<file path="config.mk">
export PLATFORM = sky130hd
export DESIGN_NAME = constraint_check_arbiter
export DESIGN_NICKNAME = d
export VERILOG_FILES = /design/src/rtl/constraint_check_arbiter.sv
export SDC_FILE = /design/constraint.sdc
export NUM_CORES = 1
export LEC_CHECK = 0
export ABC_CLOCK_PERIOD_IN_PS = 2100
export BUFFER_PORTS_ARGS = -buffer_cell sky130_fd_sc_hd__buf_2
export CORE_MARGIN = 3
export CORE_UTILIZATION = 43
export CTS_BUF_LIST = sky130_fd_sc_hd__clkbuf_16
export CTS_CLUSTER_SIZE = 14
export DETAILED_ROUTE_END_ITERATION = 10
export PLACE_DENSITY = 0.77
export SYNTH_ARGS = -nofsm -noshare
export SYNTH_HDL_FRONTEND = slang
export SYNTH_SLANG_ARGS = --single-unit
</file>
<file path="constraint.sdc">
create_clock -name clk -period 2.1 [get_ports clk]
set_input_delay 0.105 -clock clk [delete_from_list [all_inputs] [get_ports clk]]
set_output_delay 0.105 -clock clk [all_outputs]
set_load 0.1 [all_outputs]
</file>
<file path="src/rtl/constraint_check_arbiter.sv">
// constraint_check_arbiter
// Round-robin front end for a single shared combinational constraint checker.
// One candidate is in flight at a time: IDLE accepts, ISSUE drives the
// checker for exactly one cycle, RESP returns the registered verdict to the
// winner. Pass/fail totals are kept in saturating counters.
module constraint_check_arbiter #(
  parameter int NREQ = 4,
  parameter int DW   = 32,
  parameter int CNTW = 16
) (
  input  logic                 clk,
  input  logic                 rst_n,
  input  logic [NREQ-1:0]      req_valid,
  output logic [NREQ-1:0]      req_ready,
  input  logic [NREQ*DW-1:0]   req_data,
  output logic [DW-1:0]        chk_data,
  output logic                 chk_valid,
  input  logic                 chk_pass,
  output logic [NREQ-1:0]      rsp_valid,
  output logic                 rsp_pass,
  input  logic [NREQ-1:0]      rsp_ready,
  input  logic                 cnt_clr,
  output logic [CNTW-1:0]      pass_cnt,
  output logic [CNTW-1:0]      fail_cnt,
  output logic                 busy
);

  localparam int IW = (NREQ > 1) ? $clog2(NREQ) : 1;
  localparam logic [CNTW-1:0] CMAX = '1;

  typedef enum logic [1:0] {IDLE, ISSUE, RESP} state_t;

  state_t                     state, state_nxt;
  logic [NREQ-1:0][DW-1:0]    req_lanes;
  logic [IW-1:0]              rr_ptr, gnt_idx, pick_idx;
  logic                       pick_vld;
  logic                       hs;
  logic                       rsp_done;
  logic [DW-1:0]              cand;

  // Packed per-lane view: lane i sits at bits [i*DW +: DW]
  assign req_lanes = req_data;

  assign hs       = (state == IDLE) && pick_vld;
  assign rsp_done = (state == RESP) && rsp_ready[gnt_idx];

  // First valid requester at or after rr_ptr, wrapping modulo NREQ
  always_comb begin
    logic [IW:0] idx;
    pick_vld = 1'b0;
    pick_idx = '0;
    idx      = '0;
    for (int k = 0; k < NREQ; k++) begin
      idx = {1'b0, rr_ptr} + (IW+1)'(k);
      if (idx >= (IW+1)'(NREQ)) idx = idx - (IW+1)'(NREQ);
      if (!pick_vld && req_valid[idx[IW-1:0]]) begin
        pick_vld = 1'b1;
        pick_idx = idx[IW-1:0];
      end
    end
  end

  // State register
  always_ff @(posedge clk or negedge rst_n) begin
    if (!rst_n) state <= IDLE;
    else        state <= state_nxt;
  end

  // Next-state: accept, one checker cycle, then hold until the winner takes it
  always_comb begin
    state_nxt = state;
    case (state)
      IDLE:    if (pick_vld) state_nxt = ISSUE;
      ISSUE:   state_nxt = RESP;
      RESP:    if (rsp_ready[gnt_idx]) state_nxt = IDLE;
      default: state_nxt = IDLE;
    endcase
  end

  // Outputs decoded from state; req_ready forced low while reset is held
  always_comb begin
    req_ready = '0;
    rsp_valid = '0;
    chk_valid = 1'b0;
    chk_data  = '0;
    busy      = (state != IDLE);
    case (state)
      IDLE:    if (pick_vld && rst_n) req_ready[pick_idx] = 1'b1;
      ISSUE:   begin
        chk_valid = 1'b1;
        chk_data  = cand;
      end
      RESP:    rsp_valid[gnt_idx] = 1'b1;
      default: ;
    endcase
  end

  // Candidate/grant capture on handshake, verdict capture in ISSUE,
  // pointer advances past the winner only once its response is taken
  always_ff @(posedge clk or negedge rst_n) begin
    if (!rst_n) begin
      cand     <= '0;
      gnt_idx  <= '0;
      rr_ptr   <= '0;
      rsp_pass <= 1'b0;
    end else begin
      if (hs) begin
        cand    <= req_lanes[pick_idx];
        gnt_idx <= pick_idx;
      end
      if (state == ISSUE) rsp_pass <= chk_pass;
      if (rsp_done)
        rr_ptr <= (gnt_idx == IW'(NREQ-1)) ? '0 : gnt_idx + IW'(1);
    end
  end

  // Saturating statistics; clear beats a same-cycle increment
  always_ff @(posedge clk or negedge rst_n) begin
    if (!rst_n) begin
      pass_cnt <= '0;
      fail_cnt <= '0;
    end else if (cnt_clr) begin
      pass_cnt <= '0;
      fail_cnt <= '0;
    end else if (state == ISSUE) begin
      if (chk_pass) begin
        if (pass_cnt != CMAX) pass_cnt <= pass_cnt + CNTW'(1);
      end else begin
        if (fail_cnt != CMAX) fail_cnt <= fail_cnt + CNTW'(1);
      end
    end
  end

endmodule

</file>
After elaboration in Yosys (flattened, before gate mapping)
Cells that the tools add are included.
{"block": "word_totals", "reg_bits": 71}
{"block": "classes", "n_addsub": 10, "magnitude_cmp": 12, "eq_ne": 8, "n_mux": 45, "reduce_logical": 20}
{"operator": "$mux 16", "count": 8}
{"operator": "$bmux 32 s2", "count": 1}
{"operator": "$mux 32", "count": 2}
{"operator": "$add 16x1->16 const B", "count": 2}
{"operator": "$ne 16x16->1 const B", "count": 2}
{"operator": "$mux 2", "count": 11}
{"operator": "$lt 2x3->1 const B", "count": 6}
{"operator": "$mux 1", "count": 12}
{"operator": "$mux 4", "count": 3}
{"operator": "$bmux 1 s2", "count": 5}
{"operator": "$reduce_bool 2->1", "count": 5}
{"operator": "$ge 3x3->1 const B", "count": 3}
{"operator": "$logic_and 1x1->1", "count": 8}
{"operator": "$sub 2x1->2 const B", "count": 4}
{"operator": "$add 2x2->3 const B", "count": 2}
{"operator": "$pmux 2 s3", "count": 1}
{"operator": "$reduce_and 3->1", "count": 2}
{"operator": "$demux 1 s2", "count": 2}
{"operator": "$eq 2x2->1 const B", "count": 2}
{"operator": "$ge 2x1->1 const B", "count": 2}
{"operator": "$ne 2x1->1 const B", "count": 2}
{"operator": "$add 2x1->3 const B", "count": 1}
{"operator": "$ge 2x3->1 const B", "count": 1}
{"operator": "$logic_not 1->1", "count": 3}
{"operator": "5 further kinds", "count": 5}

Depth between registers and ports, before layout
Gate-level depths: netlist of run 1.
{"block": "logic_depth", "ltp_word": 20, "ltp_mapped": 7}

Worst setup path after synthesis of run 1
Ideal clock, no wire load.
{"block": "synth_path", "path_type": "register to output", "from": "reg state[1]", "to": "out req_ready[0]", "arrival_ns": 2.977, "setup_slack_ns": -0.982, "stages_incl_launch_ff": 7, "t_required_ns": 1.995, "path_cell_list": "dfrtp_1 > or2_2 > a21o_1 > inv_2 > buf_1 > nand3_1 > nor2_1"}
{"block": "synth_between", "elab_chain_len": 2}
{"item": "start, declared", "line": "33", "rtl": "state_t state, state_nxt;"}
{"item": "start signal, assigned", "line": "66", "rtl": "else state <= state_nxt;"}
{"item": "$logic_not 2->1", "line": "87", "rtl": "case (state)"}
{"item": "$mux 4", "line": "87"}
{"item": "end, declared", "line": "14", "rtl": "output logic [NREQ-1:0] req_ready,"}
Every way passes these cells.

Worst setup path in the final report of run 1
{"block": "layout_path", "from": "reg state[0]", "to": "out req_ready[0]"}
Same word-level chain as after synthesis.

==> results of run 1 <==
-- cell families (layout without fill, tap and decap cells) --
| family | Yosys count | after routing | share of synthesized area (%) |
|---|---|---|---|
| multiplexers | 36 | 36 | 8.26 |
| XOR/XNOR | 26 | 26 | 5.02 |
| flip-flops | 71 | 71 | 39.2 |
| AO/OA/AOI/OAI | 121 | 121 | 18.6 |
| other | 0 | 2 | 0 |
| buffers and inverters | 74 | 289 | 6.32 |
| AND/OR/NAND/NOR | 183 | 183 | 21.0 |
| adder cells (fa/ha/maj) | 6 | 6 | 1.66 |
-- registers in the layout, summed over array words and instances (netlist names) --
signal	count
rr_ptr	2
cand	32
gnt_idx	2
rsp_pass	1
pass_cnt	16
state	2
fail_cnt	16
-- cells in the final DEF (no fill, tap or decap), types with 3 or more instances in the layout --
cell type / Yosys / routed
mux2i_1: 34 / 34
o21ai_0: 7 / 7
clkbuf_16: 0 / 9
buf_4: 0 / 15
a31oi_1: 33 / 33
and2_1: 39 / 30
a211oi_1: 64 / 64
a21oi_1: 3 / 3
o211ai_1: 4 / 4
xnor2_1: 9 / 9
buf_2: 7 / 176
and2_2: 0 / 9
dfrtp_2: 0 / 28
nor3_1: 4 / 3
ha_1: 6 / 6
nand2_1: 12 / 12
xor2_1: 17 / 17
nand3_1: 9 / 6
nor2_4: 0 / 4
inv_1: 38 / 38
dfrtp_1: 71 / 43
nor3b_1: 4 / 4
nand3_2: 0 / 3
and4_1: 4 / 4
buf_12: 0 / 41
nor2_1: 73 / 68
nand4_1: 13 / 13
a21o_1: 3 / 3
and3_1: 8 / 7
-- path summary, 6_finish.rpt --
check                          from            to  slack [ns]  cells past startpoint
max                        state[0]  req_ready[0]        0.09                      6
min                        chk_pass      rsp_pass        0.08                      3
max reg2reg                state[1]  fail_cnt[15]        0.16                      4
min reg2reg                rsp_pass      rsp_pass        0.50                      2
max in group asynchronous     rst_n   pass_cnt[5]        1.23                      3
min in group asynchronous     rst_n  pass_cnt[10]        0.17                      2
-- per-stage QoR --
stage	utilization, %	power, mW	worst slack (ns)	hold slack, ns	cells
global route	68.4	10.9	0.0108	0.115	867
CTS	68.2	10.5	0.0286	0.0754	865
detailed placement	64.8	8.79	0.123	-0.0247	848
finish	68.4	10.5	0.0896	0.0804	867
global placement	64.8	8.67	0.171	-0.0253	848
floorplan	-	6.41	0.00720	-0.191	517
-- worst reg2reg max path, cell delays in order (launching register included) --
cell     delay, ns
dfrtp_1       0.39
or3b_1        0.40
or3_4         0.43
or4_1         0.48
a21oi_1       0.15
-- power by group --
part / internal (mW) / switching, mW
combinational: 2.32 / 4.46
sequential: 1.78 / 0.252
clock: 1.04 / 0.608
total: 5.14 / 5.32
-- area by class of cell --
class	instances	share of cell area [%]
multi-input cells	372	37.3
repair buffers	234	26.8
flip-flops and latches	71	26.5
clock buffers	9	3.29
well taps	133	2.43
inverters	39	2.18
clock inverters	7	1.41
diodes	2	0.0732
-- layer usage --
metal	vias to the layer above	GRT usage (%)
li1	2273	-
met1	2341	30.3
met2	251	45.8
met3	46	6.04
met4	0	14.2
met5	-	0
-- timing repair --
action                                  CTS  global route
gates resized for setup                   1             5
endpoints found under the setup margin    2             6
endpoints found under the hold margin    14             0
hold buffers                              1             0
==> reports/metrics.cfg, run 1 <==
[clock_tree]
cts_htree_levels = 3
cts_root_buf = clkbuf_16
cts_num_sinks = 71
cts_buffers = 9
path_clk_slew_ns = 0.06
cts_buffer_depth = 2
cts_tree = done
cts_setup_buffers = 0
clock_latency_ns = 0.33

[worst_hold_path]
hp-class = primary input to flop

[route]
drt_iter0_markers = 255
dr.pass1.iters = 7
vias = 4911
ant_nets = 0
met1Wirelength_um = 5710
top_layer = met4
drc = 0
wl_per_cell_um = 18.1
dr_wl_met3_um = 1240
wl_met2_um = 8150
vias_per_cell = 5.66
wirelength_um = 15700

[grt]
grt_max_degree = 36
grt_use_total_pct = 26.5
grt_pass1_vias = 4869
antenna_found_initial = 2
grt_overflow_total = 0
grt_pass1_wl_um = 24000

[timing]
drv_slew = 0
worst_slew_pin_slew_ns = 0.622
min_period_ns = 2.01
setup_tns_ns = 0
grt_setup_unrepaired = no
fmax_ghz = 0.497
max_slew_margin_pct = 58.4
skew_ns = 0.00393
hold_viol_final = 0
setup_violations = 0
post-route-period-util_pct = 95.7

[pwr]
vdd_drop_max_mv = 1.24
power_density_mw_per_mm2 = 1530
leakage_nw = 3.26

[worst_setup_path]
crit_chain = or2_4 > a21o_1 > inv_4 > nand3_2 > nor2_4 > buf_12
required_ns = 2.00
cp-end-kind = output pin
critPathBufInv = 2
cpMaxStageDelayCell = dfrtp_1
crit_type = flop to output pin
critPathMaxFanout = 12
startpoint_type = flop
crit_family = simple AND/OR/NAND/NOR gates
cp_data_arrival_time_ns = 1.91
max_stage_delay_ns = 0.40

[logic_synthesis]
netlist.top_cell.by_area = dfrtp_1
avgSynthCellArea_um2 = 8.77
synth.area.top_cells = dfrtp_1, a211oi_1, mux2i_1, nor2_1, and2_1
syn_area_mm2 = 0.00453
ys_seq_area_share_pct = 39.2
syn_inst = 517
yosys_most_used_dff = dfrtp_1
synthTopCellsByCount = nor2_1, dfrtp_1, a211oi_1
ys_types = 45
yosys_warnings = 0
synth.most_common_cell = nor2_1
async_flop_share_pct = 100
synth_enable_flop_cells = 0
synth_top_cell_area_share_pct = 39.2
synth-seq-cells = 71
syn_nets = 663

[run_status]
outcome = completed

[finish]
drive_above_1_share_pct = 41.1
syn2layout_area_growth_pct = 50.9
fill_cells = 798
multi_input_area_mm2 = 0.00255
ff_latch_area_mm2 = 0.00181
design_area_mm2 = 0.00684
final_nets = 873

[floorplan]
dieWidth_um = 109
die_y_um = 109
dieArea_mm2 = 0.0118
coreArea_mm2 = 0.0100
rows = 36
start_util_pct = 45.3
design.portCount = 215

[placement]
place_congestion = 0.964
hpwlAfterDp_um = 11900
dpl-instance-area_mm2 = 0.00648
portBuffers = 214

[flow_run]
maxCapViolCount = 0

Power figures use the tool's default switching activity.
==> run 2, diff against run 1 <==
- RECOVER_POWER: unset -> 50
==> run 2 against run 1 <==
Die area unchanged. Routed wire length increased by 0.41%. Combinational power is essentially flat. Critical path depth unchanged. Register-to-register slack hardly changed.
==> reports/metrics.cfg, run 2 (synthesis gave the netlist of run 1 again) <==
[timing]
max_slew_margin_pct = 21.1
setup_violations = 0
hold_viol_final = 0
min_period_ns = 2.02
worst_slew_pin_slew_ns = 1.19
grt_setup_unrepaired = no
drv_slew = 0
fmax_ghz = 0.495
setup_tns_ns = 0
hold_ws_ns = 0.0811
post-route-period-util_pct = 96.2
skew_ns = 0.00413

[worst_setup_path]
required_ns = 2.00
startpoint_type = flop
critPathMaxFanout = 12
cp_data_arrival_time_ns = 1.91
cp-end-kind = output pin
crit_type = flop to output pin

[clock_tree]
cts_setup_buffers = 0
cts_buffer_depth = 2
cts_buffers = 9
cts_num_sinks = 71
clock_latency_ns = 0.33
cts_tree = done
path_clk_slew_ns = 0.06
cts_root_buf = clkbuf_16
cts_htree_levels = 3

[route]
dr.pass1.iters = 5
vias = 4920
drt_iter0_markers = 289
wirelength_um = 15700
wl_per_cell_um = 18.1
vias_per_cell = 5.67
ant_nets = 0
drc = 0

[grt]
grt_overflow_total = 0
grt_use_total_pct = 26.5
grt_pass1_wl_um = 24000
antenna_found_initial = 2
grt_max_degree = 36
grt_pass1_vias = 4869

[flow_run]
maxCapViolCount = 0

[finish]
final_core_util_pct = 67.9
final_nets = 873
design_area_mm2 = 0.00679
drive_above_1_share_pct = 36.5
syn2layout_area_growth_pct = 49.9
largest_reg_flops = 32
top_regs = cand: 32 flops, fail_cnt: 16 flops, pass_cnt: 16 flops
max_flop_register = cand
layout_common_cells = buf_2, nor2_1, a211oi_1
final_common_cell = buf_2

[worst_hold_path]
hp-class = primary input to flop

[pwr]
p_total_mw = 10.4
power_density_mw_per_mm2 = 1540
p_clk_share_pct = 15.8
p_int_mw = 5.12
vdd_drop_max_mv = 1.24
p_sw_mw = 5.33
pwr-share-comb_pct = 64.8
power.share.switching_pct = 51.0
leakage_nw = 3.11
seqPwrFrac_pct = 19.4

[floorplan]
rows = 36
design.portCount = 215
dieArea_mm2 = 0.0118
coreArea_mm2 = 0.0100
dieWidth_um = 109
start_util_pct = 45.3
die_y_um = 109

[placement]
hpwlAfterDp_um = 11900
portBuffers = 214
dpl-instance-area_mm2 = 0.00648
place_congestion = 0.964

[run_status]
outcome = completed

[run 2: what timing repair did]
item	in CTS	in global routing
setup endpoints to repair	2	6
gates resized for setup	1	5
hold buffers	1	0
hold endpoints to repair	14	0
[run 2: cell type report]
type,instances,area (um^2)
antenna,2,5.00
sequential,71,1810
clock buffer,9,225
timing repair buffer,234,1790
clock inverter,7,96.3
fill,816,3210
multi-input combinational,372,2550
tap,133,166
inverter,39,149
[run 2: power by group through the flow]
stage | Sequential, mW | Combinational [mW] | Clock (mW)
finish | 2.03 | 6.77 | 1.65
floorplan | 2.12 | 4.28 | 0
CTS | 2.03 | 6.78 | 1.67
global placement | 2.02 | 6.65 | 0
detailed placement | 2.04 | 6.75 | 0
global route | 2.07 | 7.07 | 1.73
[run 2: worst max-delay path, stage by stage, from the launching register on]
cell and delay [ns]:
dfrtp_1 0.40, or2_4 0.26, a21o_1 0.25, inv_4 0.17, nand3_2 0.16, nor2_4 0.16
buf_12 0.18
[run 2: through the flow]
| step | setup WS (ns) | cells |
|---|---|---|
| 3_5_place_dp | 0.123 | 848 |
| 3_3_place_gp | 0.171 | 848 |
| 6_report | 0.0801 | 867 |
| 5_1_grt | 0.0108 | 867 |
| 2_1_floorplan | 0.00720 | 517 |
| 4_1_cts | 0.0286 | 865 |
[run 2: path summary, 6_finish.rpt]
kind,from,to,slack (ns),cells after the start
max,state[0],req_ready[0],0.08,6
min,chk_pass,rsp_pass,0.08,3
max reg2reg,state[1],fail_cnt[15],0.16,4
min reg2reg,rsp_pass,rsp_pass,0.50,2
max in group asynchronous,rst_n,pass_cnt[3],0.83,3
min in group asynchronous,rst_n,pass_cnt[10],0.17,2
[run 2: layer usage]
layer	up-vias	GRT usage [%]	share of wire [%]
met4	0	14.2	3.5
met1	2368	30.3	36
met2	233	45.8	52
li1	2275	-	-
met3	44	6.04	8.2
met5	-	0	0
==> run 3, diff against run 2 <==
- SETUP_SLACK_MARGIN: unset -> 0.4
- SLEW_MARGIN: unset -> 20
==> run 3 against run 2 <==
Clock skew barely moved. Die area did not move. Critical path depth rose by 2. Worst setup slack improved by 0.026 ns. Count of clock-buffer cells in the layout did not move. Flip-flop and latch count did not move. Sequential share of layout area fell by 3.3 points. First-iteration DRC count rose by 8.3%. Utilization rose by 12 points. Critical endpoint is now cand[27]. Largest power group unchanged.
==> reports/metrics.cfg, run 3 (synthesis gave the netlist of run 1 again) <==
[run_status]
outcome = completed

[pwr]
pwr-share-comb_pct = 70.2
seqPwrFrac_pct = 16.8
p_total_mw = 12.4
p_clk_share_pct = 13.0
leakage_nw = 3.52
p_sw_mw = 6.08
p_int_mw = 6.31
vdd_drop_max_mv = 1.44
power.share.switching_pct = 49.0
power_density_mw_per_mm2 = 1540

[timing]
worst_slew_pin_slew_ns = 1.20
fmax_ghz = 0.502
grt_setup_unrepaired = yes
post-route-period-util_pct = 94.9
hold_viol_final = 0
max_slew_margin_pct = 20.7
min_period_ns = 1.99
drv_slew = 0
skew_ns = 0.00440
setup_violations = 0

[finish]
final_core_util_pct = 80.3
top_regs = cand: 32 flops, fail_cnt: 16 flops, pass_cnt: 16 flops
diodes = 0
drive_above_1_share_pct = 54.3
final_nets = 914
layout_common_cells = buf_2, nor2_1, buf_12
largest_reg_flops = 32
final_common_cell = buf_2
max_flop_register = cand
fill_cells = 609
syn2layout_area_growth_pct = 77.1

[worst_setup_path]
crit_chain = nor2b_4 > o21ai_4 > buf_6 > nand3_4 > buf_8 > buf_16 > mux2i_1 > a211oi_1
critPathBufInv = 3
crit_end = cand[27]
crit_family = compound AO/OA/AOI/OAI gates
cpMaxStageDelayCell = dfrtp_2
startpoint_type = flop
reg2reg_slack_ns = 0.11
rr_endpoint = cand[27]
max_stage_delay_ns = 0.45
crit_start = rr_ptr[1]
crit_type = flop to flop
cp_num_cells = 8
required_ns = 2.29
r2r-start = rr_ptr[1]
cp_data_arrival_time_ns = 2.19
cp-end-kind = flop
worst_r2r_path_depth = 8
critPathMaxFanout = 8

[clock_tree]
clock_latency_ns = 0.33
path_clk_slew_ns = 0.06
cts_htree_levels = 3
cts_buffer_depth = 2
cts_tree = done
cts_root_buf = clkbuf_16
cts_num_sinks = 71
cts_buffers = 9

[floorplan]
dieWidth_um = 109
start_util_pct = 45.3
rows = 36
design.portCount = 215
dieArea_mm2 = 0.0118
die_y_um = 109
coreArea_mm2 = 0.0100

[grt]
grt_overflow_total = 0
grt_pass1_wl_um = 27300
grt_pass1_vias = 5496
antenna_found_initial = 0
grt_max_degree = 52
grt_use_total_pct = 30.0

[route]
drc = 0
vias_per_cell = 5.89
drt_iter0_markers = 313
vias = 5337
ant_nets = 0
wirelength_um = 19400
wl_per_cell_um = 21.5
dr.pass1.iters = 5

[placement]
hpwlAfterDp_um = 11700
portBuffers = 214
place_congestion = 0.812

[flow_run]
maxCapViolCount = 0

[worst_hold_path]
hp-class = primary input to flop

==> run 3: routing by layer <==
metal,wire length [um],vias up,track usage [%]
met4,924,0,16.6
met3,1590,79,7.40
met5,0,-,0
met2,10000,322,52.0
li1,-,2354,-
met1,6890,2582,33.6
==> run 3: layout make-up <==
cell class | count | area, um^2 | area share, %
timing repair buffer | 274 | 2370 | 29.5
inverter | 39 | 149 | 1.86
sequential | 71 | 1880 | 23.4
multi-input combinational | 373 | 3160 | 39.3
tap | 133 | 166 | 2.07
clock buffer | 9 | 225 | 2.81
clock inverter | 7 | 81.3 | 1.01
==> run 3: worst min path at each step <==
stage          depth (start not counted)      from  slack, ns        to
3_3_place_gp                           1     rst_n       0.04   cand[7]
2_1_floorplan                          0     rst_n      -0.19   cand[0]
3_5_place_dp                           1     rst_n       0.04  cand[13]
6_report                               3  chk_pass       0.08  rsp_pass
5_1_grt                                3  chk_pass       0.09  rsp_pass
4_1_cts                                3  chk_pass       0.09  rsp_pass
==> run 3: through the flow <==
stage | cells | setup TNS, ns | instance area, um^2 | hold WS, ns | worst slack (ns)
2_1_floorplan | 517 | 0 | 4990 | -0.191 | 0.124
3_3_place_gp | 844 | 0 | 6750 | 0.0379 | 0.0889
3_5_place_dp | 844 | -0.0858 | 6750 | 0.0433 | -0.0505
4_1_cts | 885 | 0 | 7540 | 0.0853 | 0.202
5_1_grt | 906 | 0 | 8030 | 0.0939 | 0.0611
6_report | 906 | 0 | 8030 | 0.0786 | 0.106
==> run 3: power groups by stage <==
stage | Sequential (mW) | Clock, mW | Combinational (mW)
after floorplan | 2.14 | 0 | 4.62
after global placement | 2.03 | 0 | 6.85
after global routing | 2.13 | 1.68 | 8.98
final | 2.08 | 1.61 | 8.70
after CTS | 2.03 | 1.61 | 7.77
after detailed placement | 2.05 | 0 | 6.98
==> run 3: timing repair <==
item,in CTS,in global routing
setup buffers,20,16
setup endpoints to repair,86,102
cloned,4,5
hold buffers,1,0
hold endpoints to repair,20,0
pin swaps,26,47
resized for setup,48,78
==> run 3: worst reg2reg max path: cells and delay by family (launching register included) <==
family,cells,cell delay (ns)
flip-flops,1,0.45
multiplexers,1,0.15
AO/OA/AOI/OAI,2,0.53
buffers and inverters,3,0.47
AND/OR/NAND/NOR,2,0.25
